## config.mk

```make
export PLATFORM = sky130hd
export DESIGN_NAME = pc_sequencer
export DESIGN_NICKNAME = d
export VERILOG_FILES = /design/src/rtl/pc_sequencer.sv
export SDC_FILE = /design/constraint.sdc
export NUM_CORES = 1
export LEC_CHECK = 0
export ABC_AREA = 0
export CAP_MARGIN = 25
export CORE_AREA = 4 4 126 128
export CTS_CLUSTER_DIAMETER = 100
export DETAILED_ROUTE_END_ITERATION = 7
export DIE_AREA = 0 0 130 132
export GPL_ROUTABILITY_DRIVEN = 0
export PLACE_DENSITY = 0.85
export REMOVE_ABC_BUFFERS = 1
export SYNTH_ARGS = -nofsm -noshare
export SYNTH_HDL_FRONTEND = slang
export SYNTH_SLANG_ARGS = --single-unit
```

## constraint.sdc

```tcl
create_clock -name clk -period 6.5 [get_ports clk]
set_clock_uncertainty 0.05 [all_clocks]
set_input_delay 0.975 -clock clk [delete_from_list [all_inputs] [get_ports clk]]
set_output_delay 0.975 -clock clk [all_outputs]
set_load 0.02 [all_outputs]
```

## src/rtl/pc_sequencer.sv

```systemverilog
// Multi-cycle FETCH/ISSUE/EXEC sequencer that owns the shrv32 program counter.
// Optional feature: define MISALIGN_TRAP_EN to redirect misaligned next PCs to TRAP_VEC.
module pc_sequencer #(
  parameter logic [31:0] RESET_PC = 32'h0000_0000,
  parameter logic [31:0] TRAP_VEC = 32'h0000_0100
) (
  input  logic        clk,
  input  logic        rst,
  output logic        imem_req,
  output logic [31:0] imem_addr,
  input  logic        imem_ack,
  input  logic [31:0] imem_rdata,
  output logic [31:0] inst,
  output logic        inst_valid,
  input  logic        ex_done,
  input  logic        ex_is_branch,
  input  logic        ex_is_jump,
  input  logic [2:0]  ex_funct3,
  input  logic [31:0] ex_rs1,
  input  logic [31:0] ex_rs2,
  input  logic [31:0] ex_target,
  output logic [31:0] pc,
  output logic        retire,
  output logic [31:0] instret,
  output logic        trap,
  output logic [31:0] trap_pc
);

  typedef enum logic [1:0] {
    FETCH = 2'd0,
    ISSUE = 2'd1,
    EXEC  = 2'd2
  } state_t;

`ifdef MISALIGN_TRAP_EN
  localparam logic TRAP_EN = 1'b1;
`else
  localparam logic TRAP_EN = 1'b0;
`endif

  state_t      state_r;
  state_t      state_next_s;
  logic        in_reset_r;
  logic [31:0] pc_r;
  logic [31:0] inst_r;
  logic [31:0] instret_r;
  logic [31:0] trap_pc_r;
  logic        retire_r;
  logic        trap_r;

  logic        fetch_ack_s;
  logic        commit_s;
  logic        taken_s;
  logic [31:0] raw_next_s;
  logic [31:0] commit_pc_s;
  logic        commit_trap_s;

  // Direct magnitude compares on the raw operands, no subtractor sign bit involved.
  function automatic logic branch_taken(input logic [2:0] f3, input logic [31:0] a,
                                        input logic [31:0] b);
    logic t;
    case (f3)
      3'b000:  t = (a == b);
      3'b001:  t = (a != b);
      3'b100:  t = ($signed(a) < $signed(b));
      3'b101:  t = ($signed(a) >= $signed(b));
      3'b110:  t = (a < b);
      3'b111:  t = (a >= b);
      default: t = 1'b0;
    endcase
    return t;
  endfunction

  assign fetch_ack_s = (state_r == FETCH) && imem_ack && !in_reset_r;
  assign commit_s    = (state_r == EXEC) && ex_done;

  // State register.
  always_ff @(posedge clk) begin
    if (rst) begin
      state_r <= FETCH;
    end else begin
      state_r <= state_next_s;
    end
  end

  // Next-state decode.
  always_comb begin
    state_next_s = state_r;
    case (state_r)
      FETCH: begin
        if (fetch_ack_s) state_next_s = ISSUE;
        else             state_next_s = FETCH;
      end
      ISSUE: state_next_s = EXEC;
      EXEC: begin
        if (ex_done) state_next_s = FETCH;
        else         state_next_s = EXEC;
      end
      default: state_next_s = FETCH;
    endcase
  end

  // Next-PC resolution; jump outranks branch.
  always_comb begin
    taken_s = branch_taken(ex_funct3, ex_rs1, ex_rs2);
    if (ex_is_jump) begin
      raw_next_s = ex_target;
    end else if (ex_is_branch && taken_s) begin
      raw_next_s = ex_target;
    end else begin
      raw_next_s = pc_r + 32'd4;
    end
    if (TRAP_EN && (raw_next_s[1:0] != 2'b00)) begin
      commit_pc_s   = TRAP_VEC;
      commit_trap_s = 1'b1;
    end else begin
      commit_pc_s   = {raw_next_s[31:2], 2'b00};
      commit_trap_s = 1'b0;
    end
  end

  // Datapath registers and the one-cycle commit flags.
  always_ff @(posedge clk) begin
    if (rst) begin
      in_reset_r <= 1'b1;
      pc_r       <= RESET_PC;
      inst_r     <= 32'd0;
      instret_r  <= 32'd0;
      trap_pc_r  <= 32'd0;
      retire_r   <= 1'b0;
      trap_r     <= 1'b0;
    end else begin
      in_reset_r <= 1'b0;
      retire_r   <= commit_s;
      trap_r     <= commit_s && commit_trap_s;
      if (fetch_ack_s) begin
        inst_r <= imem_rdata;
      end
      if (commit_s) begin
        pc_r      <= commit_pc_s;
        instret_r <= instret_r + 32'd1;
        if (commit_trap_s) begin
          trap_pc_r <= raw_next_s;
        end
      end
    end
  end

  // Outputs decoded purely from registered state; in_reset_r masks the reset cycle.
  always_comb begin
    imem_req   = 1'b0;
    inst_valid = 1'b0;
    case (state_r)
      FETCH:   imem_req   = !in_reset_r;
      ISSUE:   inst_valid = !in_reset_r;
      EXEC:    imem_req   = 1'b0;
      default: imem_req   = 1'b0;
    endcase
  end

  assign imem_addr = pc_r;
  assign pc        = pc_r;
  assign inst      = inst_r;
  assign instret   = instret_r;
  assign retire    = retire_r;
  assign trap      = trap_r;
  assign trap_pc   = trap_pc_r;

endmodule

```

---- Word level (Yosys, flattened, before mapping) ----
Cells that the tools add are included.
cells by class
  equal/unequal tests ..................... 9
  mux-type cells .......................... 9
  magnitude comparators ................... 4
  add/subtract/negate cells ............... 2
  reduce and logical (&&, ||, !) cells .... 7
operators by type and width
  kind                                                              count
  32-bit >= comparator                                              2
  32-bit < comparator                                               2
  32-bit two-way mux                                                2
  32-bit by 1-bit adder with 32-bit output (second input constant)  1
  32-bit by 3-bit adder with 32-bit output (second input constant)  1
  32-bit == test                                                    1
  32-bit inequality test                                            1
  3-bit == test (second input constant)                             4
  1-bit case mux with 6 select lines                                1
  2-bit case mux with 3 select lines                                1
  1-bit logical AND                                                 4
  1-bit two-way mux                                                 4
  3-bit by 1-bit == test with 1-bit output (second input constant)  1
  3-bit zero test                                                   1
  2-bit by 1-bit == test with 1-bit output (second input constant)  1
  2-bit == test (second input constant)                             1
  2-bit zero test                                                   1
  2-bit two-way mux                                                 1
  1-bit zero test                                                   1
word-level totals
  input port bits ......................... 137
  bits in registers ....................... 98
  output and inout bits ................... 164
  word-level logic and storage cells ...... 37

---- Depth between registers and ports, before layout ----
  word-level depth ........................ 5
  depth in mapped cells ................... 13

---- Worst setup path after synthesis ----
OpenSTA, ideal clock, no wires.
  path kind ............................... input-to-reg
  from .................................... input ex_rs2[5]
  to ...................................... register pc_r[2], in the netlist imem_addr[2]
  stages on the path ...................... 12
  arrival ................................. 3.633 ns
  slack ................................... 2.743 ns
  buffers on the path ..................... 1
  path through ............................ inv_1 -> ha_1 -> a21o_1 -> a21o_1 -> a211o_1 -> a2111oi_0 -> o211a_1 -> xor2_1 -> a2111o_1 -> buf_2 -> or3_1 -> a31oi_1
between the ends
  longest elaborated chain between the ends .. 5
ends and longest elaborated chain
  element                                       line  RTL
  start: declaration                            20    input logic [31:0] ex_rs2,
  32-bit >= comparator (tied with other cells)  68    3'b111: t = (a >= b);
  1-bit case mux with 6 select lines *          62    case (f3)
  1-bit logical AND *                           108   end else if (ex_is_branch && taken_s) begin
  32-bit two-way mux *                          108
  32-bit two-way mux *                          106   if (ex_is_jump) begin
  end signal: assignment                        140   pc_r <= commit_pc_s;
  end: declaration                              44    logic [31:0] pc_r;
Mark *: on every way between the ends. The rest lies on a longest branch, timed or not.
A chain may end at the register's enable or synchronous reset.

---- Final worst setup path ----
  from .................................... input ex_rs2[5]
  to ...................................... register pc_r[28], in the netlist imem_addr[28]
Same word-level chain as after synthesis.

==> results.txt <==
----------------------------------------------------
[Power and ir drop]
  Proportion of power drawn by combinational gates ... 0.191
  Largest vdd supply drop ... 0.000137 V
  P_leak ... 3.15 nW
  Power share of the sequential group ... 0.438
  Net switching power figure ... 0.403 mW
  Internal power summed over all cells ... 1.03 mW
  Pwr Density ... 167 nW/um2
  Clock network fraction of design power ... 0.371
  Switch share ... 0.282

[Timing]
  Portion of the clock cycle consumed by the worst path in the final layout ... 0.700
  Final Hold Vio Count ... 0
  Final Setup Violations ... 0
  Worst slew margin relative to its limit ... 0.335
  Setup TNS ... 0 ns
  Max Clk Rate ... 0.220 GHz
  Measured slew at the worst slew-check pin ... 0.998 ns
  Final-layout worst hold slack ... 0.402 ns
  Minimum clock period ... 4.55 ns
  Unrepaired setup endpoints after global routing ... false
  Total count of max-transition violations in the final report ... 0

[Run]
  Number of max-capacitance violations reported ... 0

[Yosys]
  Commonest cells post-synth ... nand2_1 (132), dfxtp_1 (98), buf_4 (67), a21oi_1 (57), nor2_1 (53)
  Most frequently used flop master after synthesis ... dfxtp_1
  Number of unique standard cell types used by synthesis ... 44
  Area of the mapped netlist ... 5810 um2
  Average cell area after synthesis ... 7.57 um2
  EDFF count, synth ... 0
  Xor/xnor share of the synthesized area ... 0.0392
  Share of synthesized area spent on multiplexers ... 0.00689
  Area share of the largest cell type after synthesis ... 0.337
  Flop and latch count out of synthesis ... just under 100
  Simple-gate area share of the yosys netlist ... 0.263
  Most numerous cell in the Yosys netlist ... nand2_1
  Main combinational cell family by area after synthesis ... simple AND/OR/NAND/NOR gates
  Synthesized-area fraction occupied by adder cells ... 0.0732
  Largest cells by area after synthesis ... dfxtp_1 (34%), buf_4 (8.7%), nand2_1 (8.5%), ha_1 (7.3%), a21oi_1 (4.9%)
  Sequential element share of the synthesized area ... 0.337
  Fraction of the mapped netlist area in compound gates ... 0.146
  Total number of yosys warnings ... 0
  Number of cells produced by synthesis ... 768
  Fraction of registers with async set or reset after synthesis ... 0
  Library cell occupying the most area in the post-synthesis netlist ... dfxtp_1

[Clock tree]
  Insertion delay of the later-clocked pin in the worst-skew pair ... 0.35 ns
  CTS clock-pin slew for the worst setup and hold paths ... 0.07 ns
  Post-CTS setup buffer count ... 0
  Hold buffer count at cts ... 0
  CTS H-Tree Depth ... 3
  Number of clock sinks ... 98
  Max Root-Sink Buffers ... 2
  Clock buffers created by TritonCTS ... 9
  Root buffer cell ... clkbuf_16
  PostCTS Resize Cnt ... 0
  Clock tree from TritonCTS ... done

[Final layout]
  Number of nets in the layout ... 1152
  P&R area growth vs syn ... 46.9%
  Area of the multi-input gates ... 3210 um2
  # fillers ... 1359
  Storage element area ... 1960 um2
  Diode insertion count for antenna repair ... 0
  Layout cell share with drive strength beyond 1 ... 0.0304

[Run status]
  Result of the run ... complete, no violations

[Drt]
  Number of nets with antenna violations after routing ... 0
  Overall routed net length ... roughly 17000 um
  Count of TritonRoute iterations in the first routing pass ... 6
  Average wire length per cell after detail routing ... approximately 15 um
  Starting DRC count in detailed routing ... ~220
  Via-per-instance ratio ... 5.06
  Residual DRC ... 0
  Via count ... 5944

[Placed design]
  Dpl hpwl ... 13300 um
  Input/output buffers ... 261

[Worst setup path]
  CP Launch Point ... ex_rs2[5]
  Crit Path Category ... in -> reg
  End of the critical path ... imem_addr[28]
  Worst reg2reg startpoint ... state_r[1]
  Type of element launching the critical path ... primary input
  Largest fanout on the critical path ... 23
  Endpoint of the lowest-slack register-to-register path ... instret[31]
  Worst R2R Setup Slack ... between 3 and 4 ns
  Number of cells traversed by the worst register-to-register path ... 10
  Kind of end point of the critical path ... register
  Crit path DAT ... 4.71 ns
  Required arrival time at the worst endpoint ... around 6.7 ns

[Floorplan]
  Chip width ... ~130 um
  Die span in y ... 132 um
  Count of standard-cell rows ... 45
  Core box area ... 14900 um2
  Starting Density ... 0.391
  IO Count ... 301
  Area enclosed by the die boundary ... 17200 um2

[Global route]
  Residual overflow from global routing ... 0
  Largest net degree at the start of global routing ... between 90 and 100
  Number of antenna violations at the first check in global routing ... 1
  Overall fraction of global-route tracks in use ... 0.190
  First-pass GRT wire length ... 26700 um
  Number of global-route vias before repair ... 5405

[Hold path]
  Hold Path Class ... reg -> reg

----------------------------------------------------
-- power by group through the flow --
stage / Combinational (mW) / Clock, mW / Sequential [mW]
finish: 0.273 / 0.530 / 0.626
global route: 0.297 / 0.571 / 0.628
CTS: 0.275 / 0.548 / 0.626
detailed placement: 0.273 / 0 / 0.640
global placement: 0.265 / 0 / 0.639
floorplan: 0.0966 / 0 / 0.659
-- per-stage QoR --
stage | power [mW] | util | setup WS (ns) | instances | area [um2]
final | 1.43 | 0.575 | 1.95 | 1174 | 8540
after global routing | 1.50 | 0.575 | 1.67 | 1174 | 8540
after CTS | 1.45 | 0.575 | 1.87 | 1174 | 8540
after detailed placement | 0.913 | 0.555 | 1.54 | 1158 | 8240
after global placement | 0.904 | 0.551 | 1.63 | 1156 | 8190
after floorplan | 0.755 | - | 2.31 | 703 | 5310
-- worst max-delay path, cell delays in order --
cell             delay [ns]
clkdlybuf4s50_1        0.45
inv_1                  0.04
ha_1                   0.28
a21o_1                 0.18
a21o_1                 0.17
a211o_1                0.27
a2111oi_0              0.49
o211a_1                0.23
xor2_1                 0.29
a2111o_1               0.66
a221oi_1               0.20
a2111oi_0              0.45
-- metal layers --
layer / track usage / wire (um) / up-vias / share of wire
met5: 0 / 13 / - / 0.00075
met4: 0.0548 / 312 / 2 / 0.018
li1: - / - / 2971 / -
met1: 0.234 / 7230 / 2771 / 0.42
met3: 0.0393 / 1050 / 24 / 0.060
met2: 0.331 / 8750 / 176 / 0.50
-- registers in the layout (all words and copies together) (netlist names) --
| register | cells |
|---|---|
| inst | 32 |
| instret | 32 |
| imem_addr | 30 |
| state_r | 2 |
| in_reset_r | 1 |
| retire | 1 |
-- layout make-up --
| class | count | area share |
|---|---|---|
| Tap cell | 188 | 0.0275 |
| Inverter | 38 | 0.0167 |
| Timing Repair Buffer | 267 | 0.316 |
| Clock buffer | 9 | 0.0264 |
| Multi-Input combinational cell | 567 | 0.376 |
| Sequential cell | 98 | 0.230 |
| Clock inverter | 7 | 0.00850 |
-- cell usage in the layout (no fill, tap or decap), types with 3 or more instances in the layout --
cell and instances:
a2111oi_0 4, a21o_1 9, a21oi_1 57, a31oi_1 23, a41oi_1 4, and2_1 10
and3_1 8, and4_1 3, buf_4 5, clkbuf_16 9, clkdlybuf4s50_1 260, conb_1 37
dfxtp_1 98, ha_1 34, inv_1 38, mux2i_1 4, nand2_1 132, nand2b_1 3
nand3_1 50, nand4_1 20, nor2_1 53, nor2b_1 4, nor3_1 20, nor4_1 4
o21ai_0 25, o221a_2 3, or2_2 3, or3_1 14, xnor2_1 8, xor2_1 18
-- worst min-delay path by stage --
stage               cells past startpoint          to        from
detailed placement                      2    inst[17]    inst[17]
floorplan                               2  state_r[1]  state_r[0]
global placement                        2    inst[21]    inst[21]
CTS                                     2    inst[17]    inst[17]
finish                                  2    inst[17]    inst[17]
global route                            2    inst[17]    inst[17]
-- logic make-up (layout without fill, tap and decap cells) --
family / count (synthesis) / after routing
buffers and inverters: 139 / 321
XOR/XNOR: 26 / 26
other: 1 / 37
flip-flops: 98 / 98
multiplexers: 4 / 4
AO/OA/AOI/OAI: 136 / 136
adder cells (fa/ha/maj): 34 / 34
AND/OR/NAND/NOR: 330 / 330
(Power assumes the default switching activity.)
